## src/rtl/merge_rr.sv

```systemverilog
// merge_rr: N-to-1 request merger with zero-latency grant and in-order response routing.
// Default arbitration is round-robin; define MERGE_RR_FIXED_PRIO_EN for fixed priority (highest index wins).
module merge_rr #(
    parameter int N_MASTERS   = 2,
    parameter int DATA_W      = 32,
    parameter int ADDR_W      = 32,
    parameter int OUTST_DEPTH = 4
) (
    input  logic                              clk,
    input  logic                              rst_n,
    input  logic [N_MASTERS-1:0]              m_valid,
    input  logic [N_MASTERS*ADDR_W-1:0]       m_addr,
    input  logic [N_MASTERS*DATA_W-1:0]       m_wdata,
    input  logic [N_MASTERS*(DATA_W/8)-1:0]   m_wstrb,
    output logic [N_MASTERS-1:0]              m_ready,
    output logic [N_MASTERS-1:0]              m_rvalid,
    output logic [N_MASTERS*DATA_W-1:0]       m_rdata,
    output logic                              s_valid,
    output logic [ADDR_W-1:0]                 s_addr,
    output logic [DATA_W-1:0]                 s_wdata,
    output logic [DATA_W/8-1:0]               s_wstrb,
    input  logic                              s_ready,
    input  logic                              s_rvalid,
    input  logic [DATA_W-1:0]                 s_rdata,
    output logic [$clog2(OUTST_DEPTH):0]      outst_cnt,
    output logic                              err
);

    localparam int STRB_W = DATA_W / 8;
    localparam int IDX_W  = (N_MASTERS > 1) ? $clog2(N_MASTERS) : 1;
    localparam int PTR_W  = $clog2(OUTST_DEPTH);
    localparam int CNT_W  = PTR_W + 1;
    localparam logic [CNT_W-1:0] FULL_CNT = CNT_W'(OUTST_DEPTH);

    logic             lock_q, lock_d;
    logic [IDX_W-1:0] lock_idx_q, lock_idx_d;
    logic [PTR_W-1:0] wr_ptr_q, wr_ptr_d;
    logic [PTR_W-1:0] rd_ptr_q, rd_ptr_d;
    logic [CNT_W-1:0] cnt_q, cnt_d;
    logic             err_q, err_d;
    logic [IDX_W-1:0] tag_mem_q [OUTST_DEPTH];

    logic             full, empty;
    logic             arb_vld, grant_vld, accept, pop;
    logic [IDX_W-1:0] arb_idx, grant_idx, head_idx;

    assign full     = (cnt_q == FULL_CNT);
    assign empty    = (cnt_q == '0);
    assign accept   = grant_vld & s_ready;
    assign pop      = s_rvalid & ~empty;
    assign head_idx = tag_mem_q[rd_ptr_q];

`ifndef MERGE_RR_FIXED_PRIO_EN
    localparam logic [IDX_W-1:0] LAST_IDX = IDX_W'(N_MASTERS - 1);

    logic [IDX_W-1:0] last_grant_q, last_grant_d;

    assign last_grant_d = accept ? grant_idx : last_grant_q;

    // Reset points last_grant at the top master so master 0 is first in line.
    always_ff @(posedge clk or negedge rst_n) begin
        if (!rst_n) last_grant_q <= LAST_IDX;
        else        last_grant_q <= last_grant_d;
    end
`endif

    // NOTE: every combinational output gets a default first so no path infers a latch.
    always_comb begin
        arb_vld = 1'b0;
        arb_idx = '0;
`ifdef MERGE_RR_FIXED_PRIO_EN
        for (int k = 0; k < N_MASTERS; k++) begin
            if (m_valid[k]) begin
                arb_vld = 1'b1;
                arb_idx = IDX_W'(k);
            end
        end
`else
        // Walk the distances farthest-first so the nearest valid master after last_grant wins.
        for (int i = N_MASTERS; i >= 1; i--) begin
            for (int k = 0; k < N_MASTERS; k++) begin
                if (m_valid[k] && (k == (int'(last_grant_q) + i) % N_MASTERS)) begin
                    arb_vld = 1'b1;
                    arb_idx = IDX_W'(k);
                end
            end
        end
`endif
    end

    // A stalled grant stays locked; nothing is granted while the tag FIFO is full or in reset.
    always_comb begin
        grant_vld = 1'b0;
        grant_idx = arb_idx;
        if (rst_n && !full) begin
            if (lock_q) begin
                grant_vld = 1'b1;
                grant_idx = lock_idx_q;
            end else begin
                grant_vld = arb_vld;
            end
        end
    end

    assign s_valid = grant_vld;

    always_comb begin
        s_addr  = '0;
        s_wdata = '0;
        s_wstrb = '0;
        m_ready = '0;
        for (int k = 0; k < N_MASTERS; k++) begin
            if (grant_idx == IDX_W'(k)) begin
                s_addr     = m_addr[k*ADDR_W +: ADDR_W];
                s_wdata    = m_wdata[k*DATA_W +: DATA_W];
                s_wstrb    = m_wstrb[k*STRB_W +: STRB_W];
                m_ready[k] = accept;
            end
        end
    end

    always_comb begin
        m_rvalid = '0;
        m_rdata  = '0;
        for (int k = 0; k < N_MASTERS; k++) begin
            if (pop && head_idx == IDX_W'(k)) begin
                m_rvalid[k]                  = 1'b1;
                m_rdata[k*DATA_W +: DATA_W] = s_rdata;
            end
        end
    end

    always_comb begin
        wr_ptr_d   = wr_ptr_q;
        rd_ptr_d   = rd_ptr_q;
        cnt_d      = cnt_q;
        lock_d     = lock_q;
        lock_idx_d = lock_idx_q;
        err_d      = err_q | (s_rvalid & empty);
        if (accept) wr_ptr_d = wr_ptr_q + PTR_W'(1);
        if (pop)    rd_ptr_d = rd_ptr_q + PTR_W'(1);
        case ({accept, pop})
            2'b10:   cnt_d = cnt_q + CNT_W'(1);
            2'b01:   cnt_d = cnt_q - CNT_W'(1);
            default: cnt_d = cnt_q;
        endcase
        if (accept) begin
            lock_d = 1'b0;
        end else if (grant_vld) begin
            lock_d     = 1'b1;
            lock_idx_d = grant_idx;
        end
    end

    // NOTE: sequential state uses non-blocking assignments so all flops update from pre-edge values.
    always_ff @(posedge clk or negedge rst_n) begin
        if (!rst_n) begin
            lock_q     <= 1'b0;
            lock_idx_q <= '0;
            wr_ptr_q   <= '0;
            rd_ptr_q   <= '0;
            cnt_q      <= '0;
            err_q      <= 1'b0;
        end else begin
            lock_q     <= lock_d;
            lock_idx_q <= lock_idx_d;
            wr_ptr_q   <= wr_ptr_d;
            rd_ptr_q   <= rd_ptr_d;
            cnt_q      <= cnt_d;
            err_q      <= err_d;
        end
    end

    // NOTE: the tag storage has no reset; entries are only read after being written, under cnt_q.
    always_ff @(posedge clk) begin
        if (accept) tag_mem_q[wr_ptr_q] <= grant_idx;
    end

    assign outst_cnt = cnt_q;
    assign err       = err_q;

endmodule

```

## config.mk

```make
export PLATFORM = sky130hd
export DESIGN_NAME = merge_rr
export DESIGN_NICKNAME = d
export VERILOG_FILES = /design/src/rtl/merge_rr.sv
export SDC_FILE = /design/constraint.sdc
export NUM_CORES = 1
export LEC_CHECK = 0
export ABC_AREA = 1
export BUFFER_PORTS_ARGS = -buffer_cell sky130_fd_sc_hd__buf_4
export CELL_PAD_IN_SITES_DETAIL_PLACEMENT = 0
export CELL_PAD_IN_SITES_GLOBAL_PLACEMENT = 1
export CORE_AREA = 2 2 124 126
export DETAILED_ROUTE_END_ITERATION = 6
export DIE_AREA = 0 0 126 128
export PLACE_DENSITY = 0.85
export REMOVE_ABC_BUFFERS = 1
export SLEW_MARGIN = 10
export SYNTH_ARGS = -nofsm -noshare
export SYNTH_HDL_FRONTEND = slang
export SYNTH_SLANG_ARGS = --single-unit
```

## constraint.sdc

```tcl
create_clock -name clk -period 2.5 [get_ports clk]
set_input_delay 0.5 -clock clk [delete_from_list [all_inputs] [get_ports clk]]
set_output_delay 0.5 -clock clk [all_outputs]
set_load 0.05 [all_outputs]
```

==> flow_summary.rst <==
.. list-table::
   :header-rows: 1

   * - Metric
     - Value
   * - Run status
     - finished clean
   * - Instance count of the mapped netlist
     - 426
   * - Count of fill cells added during filler insertion
     - 1,645
   * - Routed length per instance
     - 13.7 um
   * - Beginning of the critical path
     - outst_cnt[0]$_DFFE_PN0P_
   * - Share of layout cells above drive strength 1
     - 0.469
   * - DP Worst Slack
     - 0.226 ns
   * - Placed cell areas
     - 4760 um2
   * - Worst max-slew margin expressed relative to the limit
     - 0.776
   * - Final setup margin
     - 0.140 ns
   * - TritonCTS clock tree
     - built
   * - Clock Sinks
     - 15
   * - Total length of routed wires
     - 12,600 um
   * - Min-Delay Path Class
     - in2async
   * - Root buffer selected by CTS
     - clkbuf_16
   * - Final-report max-slew violation count
     - 0
   * - Global Route Usage Sum
     - 0.132
   * - # hold bufs at CTS
     - 0
   * - Drt first-iter violations
     - 108
   * - Num CTS Buffers
     - 3
   * - Y dimension of the die
     - 128 um
   * - Critical path data required time
     - 2.00 ns
   * - Vias per cell
     - 4.07
   * - Register clock-pin slew on the reported worst setup and hold paths
     - 0.05 ns
   * - Worst reg2reg path startpoint
     - outst_cnt[0]$_DFFE_PN0P_
   * - Number of endpoints with negative hold slack in the final report
     - 0
   * - CTS H-tree depth
     - 1
   * - Number of diodes added for antenna fixing
     - 0
   * - Number of antenna violations at the first check in global routing
     - 1
   * - Buffer depth of the longest clock path
     - 2
   * - Wire length of the first global-routing pass
     - 17,200 um
   * - Iteration count of the initial detailed-routing pass
     - 4
   * - Final clock skew
     - 0.00134 ns
   * - Buffers on Ports
     - 314
   * - Largest net degree at the start of global routing
     - 48
   * - Final weighted congestion in routability-driven placement
     - 0.777
   * - TNS Setup
     - 0 ns
   * - Max Fanout on Critical Path
     - 23
   * - Worst-margin pin slew
     - 0.336 ns
   * - Setup Crit Path Kind
     - reg2out
   * - Unrepaired setup endpoints after global routing
     - false
   * - Finish-stage setup viols
     - 0
   * - Number of placed cells counting well taps
     - 910
   * - Xor-xnor portion of the synthesized cell area
     - 0.0121
   * - Vias
     - 3,743
   * - Hpwl dp
     - 9830 um
   * - Post-Layout Cell Count
     - 920
   * - Crit start category
     - register
   * - Number of global-route vias before repair
     - 3,232
   * - Final std cell area, no fill
     - 5010 um2
   * - Shortest period the worst path allows
     - 2.36 ns
   * - Final global-route overflow total
     - 0
   * - Final total power
     - 6.53 mW
   * - Floorplan die area
     - 16,100 um2
   * - Highest clock frequency the design can meet
     - 424 MHz
   * - Core area
     - 14,900 um2
   * - Largest family of logic cells by synthesized area
     - simple AND/OR/NAND/NOR gates
   * - Commonest cells after routing, fill and taps aside
     - 318 x buf_4, 161 x nand2_1, 74 x nor2_1
   * - DRC violations left
     - 0
   * - Clock latency on the worst-skew pair
     - 0.24 ns
   * - Post-DRT Antenna Nets
     - 0
   * - Layout area overhead
     - 130%
   * - Commonest non-fill, non-tap cell in the layout
     - buf_4
   * - Data arrival, critical path
     - 1.86 ns
   * - # IOs
     - 315
   * - Final period utilization
     - 0.944
   * - Area fraction in compound gates after synthesis
     - 0.0178
   * - Endpoint type of the worst setup path
     - output pin
   * - Placement Rows
     - 45
   * - Mean Syn Cell Area
     - 5.11 um2
   * - Peak supply drop
     - 0.679 mV
   * - Leak Pwr
     - 3.06 nW
   * - Proportion of synthesized chip area in sequential cells
     - 0.182
   * - Horizontal extent of the die
     - 126 um
   * - Initial core utilization
     - 0.146
   * - Max-cap violation count
     - 0
   * - Mux contribution to synthesized area
     - 0
   * - Number of warnings printed during yosys synthesis
     - 0
   * - Simple-gate portion of the synthesized area
     - 0.593
   * - Count of unique library cells instantiated by Yosys
     - 23
   * - Power density of the placed cells
     - 1300 nW/um2
   * - Count of state elements after synthesis
     - 15
   * - Adder and majority gate portion of the synthesized area
     - 0.0380
   * - Final layout net count
     - 913
   * - Combined area of all synthesized cells
     - 2180 um2
==> sequential cells by signal, indices dropped and copies added, names as in the netlist <==
signal / cells
tag_mem_q: 4
wr_ptr_q: 2
rd_ptr_q: 2
last_grant_q: 1
lock_q: 1
outst_cnt: 3
lock_idx_q: 1
err: 1
==> per-layer routing <==
layer,GRT usage,share of wire
met1,0.144,0.35
met2,0.250,0.52
met3,0.0459,0.11
met4,0.0207,0.014
met5,0,0.0010
==> report_power, final <==
part	switching, mW	leakage, nW	internal [mW]
clock	0.0844	0.0382	0.215
combinational	4.05	2.86	1.74
sequential	0.0816	0.162	0.361
total	4.21	3.06	2.31
==> worst max-delay path: stages (launching register included) <==
cell	delay, ns
dfrtp_2	0.44
nor2_4	0.13
nand2_1	0.10
nand2_1	0.12
nand2_2	0.14
nand2_8	0.15
buf_12	0.18
nand2_1	0.06
nand2_1	0.08
buf_4	0.20
==> cells by family after synthesis <==
group           Yosys count
buf+inv                  80
flops                    15
compound gates            7
simple gates            315
fa+ha+maj                 6
xor+xnor                  3
==> cells in the mapped netlist <==
library cell  count  area (um2)
nand2_1         162         608
nor2_1           75         282
nand3_1          73         365
inv_1            52         195
buf_2            20         100
dfrtp_1          10         250
ha_1              5        62.6
edfxtp_1          4         120
o21ai_0           4        20.0
buf_1             3        11.3
a21oi_1           2        10.0
buf_6             2        22.5
clkbuf_1          2        7.51
nand2_2           2        12.5
xor2_1            2        17.5
a31o_2            1        8.76
dfstp_2           1        26.3
fa_1              1        20.0
inv_2             1        3.75
nand2_4           1        11.3
nor2_2            1        6.26
or2_1             1        6.26
xnor2_1           1        8.76
==> path summary, 6_finish.rpt <==
| check | endpoint | slack, ns | depth (start not counted) |
|---|---|---|---|
| worst max-delay path | s_wdata[19] | 0.14 | 9 |
| worst min-delay path | outst_cnt[0]$_DFFE_PN0P_ | 0.20 | 2 |
| worst max register to register | outst_cnt[2]$_DFFE_PN0P_ | 0.38 | 11 |
| worst min register to register | err$_DFF_PN0_ | 0.47 | 1 |
| max in group asynchronous | last_grant_q$_DFFE_PN1P_ | 2.08 | 2 |
| min in group clk | err$_DFF_PN0_ | 0.47 | 1 |
==> final cells by class <==
type                    instances  area (um2)  share of cell area
inverters                      53         203              0.0405
clock buffers                   4        78.8              0.0157
well taps                     188         235              0.0470
flip-flops and latches         15         398              0.0795
repair buffers                329        2620               0.523
multi-input cells             331        1470               0.294
==> through the flow <==
stage | util | hold WS, ns
floorplan | - | 0.204
global placement | 0.320 | 0.456
detailed placement | 0.320 | 0.457
CTS | 0.328 | 0.205
global route | 0.337 | 0.221
finish | 0.337 | 0.198
==> repair_timing <==
| action | CTS | global route |
|---|---|---|
| pin swaps | 0 | 1 |
| gates resized for setup | 1 | 11 |
| setup endpoints to repair | 1 | 59 |
| hold endpoints to repair | 0 | 0 |
| buffers inserted | 0 | 2 |
| cloned | 1 | 3 |
Note: power is estimated with default switching activity, not from simulation.
